## config.mk

```make
export PLATFORM = sky130hd
export DESIGN_NAME = mem_wb_skid_reg
export DESIGN_NICKNAME = d
export VERILOG_FILES = /design/src/rtl/mem_wb_skid_reg.sv
export SDC_FILE = /design/constraint.sdc
export NUM_CORES = 1
export LEC_CHECK = 0
export ABC_AREA = 0
export CAP_MARGIN = 20
export CORE_MARGIN = 2
export CORE_UTILIZATION = 51
export DETAILED_ROUTE_END_ITERATION = 7
export HOLD_SLACK_MARGIN = 0.08
export PLACE_DENSITY = 0.89
export RECOVER_POWER = 25
export SYNTH_ARGS = -nofsm -noshare
export SYNTH_HDL_FRONTEND = slang
export SYNTH_SLANG_ARGS = --single-unit
export TNS_END_PERCENT = 30
```

## constraint.sdc

```tcl
create_clock -name clk -period 3.14 [get_ports clk]
set_clock_uncertainty 0.05 [all_clocks]
set_input_delay 0.471 -clock clk [delete_from_list [all_inputs] [get_ports clk]]
set_output_delay 0.471 -clock clk [all_outputs]
set_load 0.02 [all_outputs]
```

## src/rtl/mem_wb_skid_reg.sv

```systemverilog
// MEM->WB boundary register with valid/ready handshake and two-entry skid.
// in_ready is decoded from state only; wb_value_out selects load data or ALU result.
module mem_wb_skid_reg #(
    parameter int DATA_W     = 32,
    parameter int REG_ADDR_W = 4
) (
    input  logic                  clk,
    input  logic                  rst_n,
    input  logic                  flush,
    input  logic                  in_valid,
    output logic                  in_ready,
    input  logic                  wb_en_in,
    input  logic                  mem_r_en_in,
    input  logic [DATA_W-1:0]     alu_result_in,
    input  logic [DATA_W-1:0]     data_memory_result_in,
    input  logic [REG_ADDR_W-1:0] wb_reg_dest_in,
    output logic                  out_valid,
    input  logic                  out_ready,
    output logic                  wb_en_out,
    output logic                  mem_r_en_out,
    output logic [DATA_W-1:0]     alu_result_out,
    output logic [DATA_W-1:0]     data_memory_result_out,
    output logic [REG_ADDR_W-1:0] wb_reg_dest_out,
    output logic [DATA_W-1:0]     wb_value_out
);

    typedef struct packed {
        logic                  wb_en;
        logic                  mem_r_en;
        logic [DATA_W-1:0]     alu;
        logic [DATA_W-1:0]     dmem;
        logic [REG_ADDR_W-1:0] dest;
    } ent_t;

    typedef enum logic [1:0] {
        S_EMPTY = 2'd0,
        S_ONE   = 2'd1,
        S_FULL  = 2'd2
    } state_t;

    state_t r_state;
    state_t w_next;
    ent_t   r_main;
    ent_t   r_skid;
    ent_t   w_in;
    logic   w_in_fire;
    logic   w_out_fire;
    logic   w_ld_main_in;
    logic   w_ld_main_skid;
    logic   w_ld_skid;

    assign in_ready   = (r_state != S_FULL);
    assign out_valid  = (r_state != S_EMPTY);
    assign w_in_fire  = in_valid & in_ready;
    assign w_out_fire = out_valid & out_ready;

    assign w_in = '{
        wb_en:    wb_en_in,
        mem_r_en: mem_r_en_in,
        alu:      alu_result_in,
        dmem:     data_memory_result_in,
        dest:     wb_reg_dest_in
    };

    always_ff @(posedge clk or negedge rst_n) begin
        if (!rst_n) begin
            r_state <= S_EMPTY;
        end else begin
            r_state <= w_next;
        end
    end

    always_comb begin
        w_next = r_state;
        if (flush) begin
            w_next = S_EMPTY;
        end else begin
            case (r_state)
                S_EMPTY: if (w_in_fire) w_next = S_ONE;
                S_ONE: begin
                    if (w_in_fire && !w_out_fire) w_next = S_FULL;
                    else if (!w_in_fire && w_out_fire) w_next = S_EMPTY;
                end
                S_FULL:  if (w_out_fire) w_next = S_ONE;
                default: w_next = S_EMPTY;
            endcase
        end
    end

    // Flush squashes every load so nothing from the flush cycle is kept.
    always_comb begin
        w_ld_main_in   = 1'b0;
        w_ld_main_skid = 1'b0;
        w_ld_skid      = 1'b0;
        if (!flush) begin
            case (r_state)
                S_EMPTY: w_ld_main_in = w_in_fire;
                S_ONE: begin
                    w_ld_main_in = w_in_fire & w_out_fire;
                    w_ld_skid    = w_in_fire & ~w_out_fire;
                end
                S_FULL:  w_ld_main_skid = w_out_fire;
                default: ;
            endcase
        end
    end

    always_ff @(posedge clk or negedge rst_n) begin
        if (!rst_n) begin
            r_main <= '0;
            r_skid <= '0;
        end else begin
            if (w_ld_main_in) r_main <= w_in;
            else if (w_ld_main_skid) r_main <= r_skid;
            if (w_ld_skid) r_skid <= w_in;
        end
    end

    assign wb_en_out              = r_main.wb_en & out_valid;
    assign mem_r_en_out           = r_main.mem_r_en;
    assign alu_result_out         = r_main.alu;
    assign data_memory_result_out = r_main.dmem;
    assign wb_reg_dest_out        = r_main.dest;
    assign wb_value_out           = r_main.mem_r_en ? r_main.dmem : r_main.alu;

endmodule

```

==> results.md <==
- Outcome: finished, violations left
- Failing checks: capacitance limit, slew limit
- Syn Inst Count: between 500 and 600
- Crit. End Element: primary output
- Largest net degree at the start of global routing: 82
- Initial core utilization: 0.526
- WS Path Type: reg2out
- Initial DRC count: 242
- GRT overflow: 0
- Most frequent cells in the layout: 176 x clkdlybuf4s50_1, 141 x dfrtp_1, 76 x mux2_1, 67 x a221o_1, 61 x and2_1
- CTS tree: done
- Req. time, crit path: 2.62 ns
- FF-to-FF setup slack: 1.18 ns
- Clk root buf: clkbuf_16
- P_int: 4.49 mW
- DRC: 0
- Final Wtd Congestion: 0.825
- CTS buffer count: 17
- Pwr Density: 721 nW/um^2
- # placed instances: 763
- Maximum clock frequency: ~350 MHz
- Final Cycle Share: 0.908
- Nets: 686
- First-pass GRT wire length: 25,900 um
- Die Wd: 118 um
- Final cell count without fillers: 797
- TritonCTS Sinks: 142
- Non-Filler Cell Area, Final: 8750 sq um
- Sequential power share: 0.406
- Core ar.: 12,700 sq um
- Combinational share of power: 0.254
- Number of distinct library cells after synthesis: 23
- Routed via count: 4,518
- Top cells by area, synth: dfrtp_1 53%, mux2_1 13%, a221o_1 10%
- RSZ-0062 raised after global routing: no
- Worst rel slew slack: -0.311
- Clock buffer depth: 2
- # IOs: 179
- Total leakage power: 3.77 nW
- Clock transition at the registers of the reported paths: 0.06 ns
- Synth Cell Area: 6660 sq um
- Worst VDD drop: 370 uV
- Max Cap Violations: 1
- Vias per std cell: 5.67
- Post-route ant nets: 0
- Reported net switching power: 1.82 mW
- Leading area contributor after synthesis: dfrtp_1
- Cts repair resizes: 0
- Yosys warns: 0
- Clock power frac: 0.339
- Area Overhead vs Synth: 31.4%
- Synth Register Bits: 142
- Hold WC Path Type: reg2reg
- Layout cells sized above 1: 0.128
- Filler Cell Count: roughly 900
- Initial antenna violation count: 0
- Row count: 41
- Top cell type's share of synthesized area: 0.533
- Vias in the first global route: 4,972
- Net Sw Frac: 0.288
- Measured slew at the worst slew-check pin: 1.97 ns
- WL/cell: 20.1 um
- Detailed placement HPWL: between 10,000 and 15,000 um
- CP Max Fanout: 34
- Placement Cell Area: 8110 sq um
- Final hold violation count: 0
- Port Buf Inserts: roughly 180
- Total track usage: 0.235
- Total Wirelength: 16,000 um
- TNS Setup: 0 ns
- Final core occ: 0.691
- Power consumption: 6.31 mW
- Mapped Avg Cell Area: 13.2 sq um
- Die Ht: between 100 and 150 um
- Seq/Total Area, Yosys: 0.533
- Critical Path AT: between 2 and 2.5 ns
- Syn nets: 579
- Max Slew Vio Count: 81
- Worst-Skew Late Latency: 0.41 ns
- DRT Pass-1 Iters: 5
- CTS H-tree depth: 4
- Crit path launch type: flop
- Tmin final: 2.85 ns
- Die area: 14,000 sq um
- Final setup viols: 0
- Most common cell after layout, fill and taps aside: clkdlybuf4s50_1
-- layer usage --
| layer | vias to the layer above | global-route usage | part of all wire |
|---|---|---|---|
| met5 | - | 0 | 0 |
| met4 | 0 | 0.108 | 0.025 |
| met3 | 30 | 0.0497 | 0.040 |
| met2 | 131 | 0.432 | 0.55 |
| met1 | 2371 | 0.258 | 0.38 |
| li1 | 1986 | - | - |
-- metrics by stage --
| step | setup WS, ns | hold slack, ns |
|---|---|---|
| 6_report | 0.289 | 0.431 |
| 5_1_grt | 0.175 | 0.442 |
| 4_1_cts | 0.261 | 0.435 |
| 3_5_place_dp | 0.615 | 0.423 |
| 3_3_place_gp | 0.699 | 0.415 |
| 2_1_floorplan | 1.17 | 0.125 |
-- area by class of cell --
| class | count | area [sq um] | share of cell area |
|---|---|---|---|
| clock buffer | 17 | 425 | 0.0486 |
| multi-input combinational | 261 | 2460 | 0.281 |
| clock inverter | 15 | 209 | 0.0239 |
| timing repair buffer | 189 | 1890 | 0.216 |
| sequential | 142 | 3550 | 0.406 |
| tap | 172 | 215 | 0.0246 |
| antenna | 1 | 2.50 | 0.000286 |
-- repair_timing --
action,CTS,global route
hold buffers,1,0
endpoints found under the hold margin,26,0
setup buffers,0,0
-- power groups by stage --
| stage | logic [mW] | clock network [mW] | registers, mW |
|---|---|---|---|
| after floorplan | 1.10 | 0 | 2.44 |
| after global placement | 1.56 | 0 | 2.55 |
| after detailed placement | 1.61 | 0 | 2.58 |
| after CTS | 1.62 | 2.18 | 2.56 |
| after global routing | 1.69 | 2.27 | 2.61 |
| final | 1.60 | 2.14 | 2.56 |
-- cells in the mapped netlist (all sizes together) --
| cell | count |
|---|---|
| and2 | 68 |
| mux2 | 108 |
| o21ba | 1 |
| nor2b | 1 |
| or3b | 1 |
| nor3b | 1 |
| or2 | 1 |
| clkbuf | 16 |
| nand3b | 1 |
| and4bb | 1 |
| a221o | 67 |
| dfrtp | 142 |
| nand2 | 3 |
| a211oi | 1 |
| buf | 85 |
| a21oi | 3 |
| nor3 | 1 |
| nand2b | 3 |
-- kinds of logic (layout without fill, tap and decap cells) --
family,count (synthesis),in the layout,share of synthesized area
flops,142,142,0.533
mux,108,108,0.183
buf+inv,101,221,0.101
simple gates,81,81,0.0772
compound gates,72,72,0.106
other cells,0,1,0
-- path summary, 6_finish.rpt --
path | start | to | depth (start not counted)
worst max register to register | r_state[0] | alu_result_out[25] | 4
worst max-delay path | mem_r_en_out | wb_value_out[12] | 2
worst min register to register | r_skid[59] | r_skid[59] | 1
min in group asynchronous | rst_n | r_skid[59] | 2
worst min-delay path | r_skid[59] | r_skid[59] | 1
max in group asynchronous | rst_n | mem_r_en_out | 2
-- sequential cells by signal (all words and copies together) (netlist names) --
register,cells
mem_r_en_out,1
r_skid,70
data_memory_result_out,32
wb_reg_dest_out,4
r_state,2
alu_result_out,32
r_main,1
-- critical path, stage by stage, from the launching register on --
cell and delay [ns]:
dfrtp_2 0.95, mux2_2 0.42, clkdlybuf4s50_1 0.55
Note: power is estimated with default switching activity, not from simulation.
==> RTL edit: new RTL, config.mk and constraints unchanged <==
Encoding of `state_t`: now one-hot (3 bits for 3 states).
--- a/src/rtl/mem_wb_skid_reg.sv
+++ b/src/rtl/mem_wb_skid_reg.sv
@@ -32,10 +32,10 @@
         logic [REG_ADDR_W-1:0] dest;
     } ent_t;
 
-    typedef enum logic [1:0] {
-        S_EMPTY = 2'd0,
-        S_ONE   = 2'd1,
-        S_FULL  = 2'd2
+    typedef enum logic [2:0] {
+        S_EMPTY = 3'b001,
+        S_ONE   = 3'b010,
+        S_FULL  = 3'b100
     } state_t;
 
     state_t r_state;
Formal check against the unedited RTL: no difference found for any inputs over 4 cycles, from zero or initial values and one cycle with rst_n low; so few cycles prove little.
==> RTL edit against the unedited design <==
- the run still ends with capacitance limit, slew limit left
- area after synthesis is 23% higher
- sequential cell count increased by 1
- design area rose by 17%
- power grew 2.5%
- clock power decreased by 3%
- combinational power increased by 28%
- worst setup slack improved by 0.063 ns
- via count rose by 34%
- routed wire length is 32% higher
- critical path depth grew 2
- non-clock buffer count grew 7
- critical path type unchanged
- largest cell class unchanged
==> RTL edit: results (changes against the unedited design) <==
viasPerCell: 5.885  # was 5.669
maxSlewViolCount: 63  # was 81
synth-seq-area-share_pct: 43.54  # was 53.33%
grt_max_degree: 73  # was 82
fin_nets: 873  # was 686
synth.net_count: 795  # was 579
cap_violations: 1  # unchanged
vdd_drop_max_mv: 0.3676  # was 0.3697 mV
status: "complete, but fails checks"  # unchanged
place_congestion: 0.7972  # was 0.8253
dpl_worst_slack_ns: 0.4566  # was 0.6147 ns
crit_end: "wb_value_out[18]"  # was wb_value_out[12]
holdPathEnd: "r_skid[17]$_DFFE_PN0P_"  # was r_skid[59]$_DFFE_PN0P_
leakage_nw: 4.204  # was 3.766 nW
grtUsageTotal_pct: 25.28  # was 23.51%
min_period_over_period_pct: 88.76  # was 90.78%
min_from: "r_skid[17]$_DFFE_PN0P_"  # was r_skid[59]$_DFFE_PN0P_
dr_wl_met2_mm: 10.54  # was 8.877 mm
finalPower_mw: 6.467  # was 6.310 mW
dp_hpwl_mm: 13.22  # was 10.66 mm
synthTopCellsByArea: "dfrtp_1 (43%), o311ai_2 (9.9%), mux2_2 (7.3%)"  # was dfrtp_1 (53%), mux2_1 (13%), a221o_1 (10%)
pg_seq_mw: 2.35  # was 2.56 mW
first_global_vias: 6169  # was 4972
drive_above_1_share_pct: 22.37  # was 12.82%
cp_max_fo: 30  # was 34
max_slew.worst_pin.slew_ns: 1.589  # was 1.967 ns
cp.arrival_ns: 2.27  # was 2.33 ns
cpPeakStageDelay_ns: 0.71  # was 0.95 ns
dr.pass1.iters: 4  # was 5
p_comb_share_pct: 31.5  # was 25.4%
syn_inst: 720  # was 504
r2r_slack_ns: 1.02  # was 1.18 ns
netlist_top_cells_count: "dfrtp_1 (142), buf_4 (73), nand3_1 (72), inv_1 (71), o211ai_1 (70)"  # was dfrtp_1 (142), mux2_1 (76), buf_4 (72), a221o_1 (67), and2_1 (61)
failed_checks: "capacitance limit, slew limit"  # unchanged
diodes: 0  # was 1
switching_power_mw: 2.005  # was 1.820 mW
wl_met1_mm: 8.863  # was 6.095 mm
wl_per_cell_um: 20.66  # was 20.08 um
placed_cells: 994  # was 763
use_met2_pct: 40.48  # was 43.17%
use_met1_pct: 34.31  # was 25.81%
## RTL edit: changes by cell type after synthesis, sizes merged, moves of 66 or more
| cell | change |
|---|---|
| a221o | -66 |
| inv | +71 |
| o211ai | +70 |
| nand3 | +72 |
| o311ai | +70 |
| and2 | -66 |
## RTL edit: final cells by class
class	count	area, um^2
fill	1199	5620
sequential	143	3581
multi-input combinational	369	3490
timing repair buffer	196	2002
clock buffer	17	425.4
tap	216	270.3
inverter	71	266.5
clock inverter	13	172.7
## RTL edit: worst max-delay path, delay by kind of cell (launching register included)
kind / cells / cell delay [ns]
simple gates: 1 / 0.07
compound gates: 1 / 0.10
buf+inv: 2 / 0.98
flops: 1 / 0.71
## RTL edit: cells by family after synthesis
logic type	Yosys count	synth area share, %
and+or+nand+nor	122	7.259
DFF	143	43.54
muxes	70	9.588
AOI/OAI and AO/OA	177	25.13
buffers and inverters	208	14.49
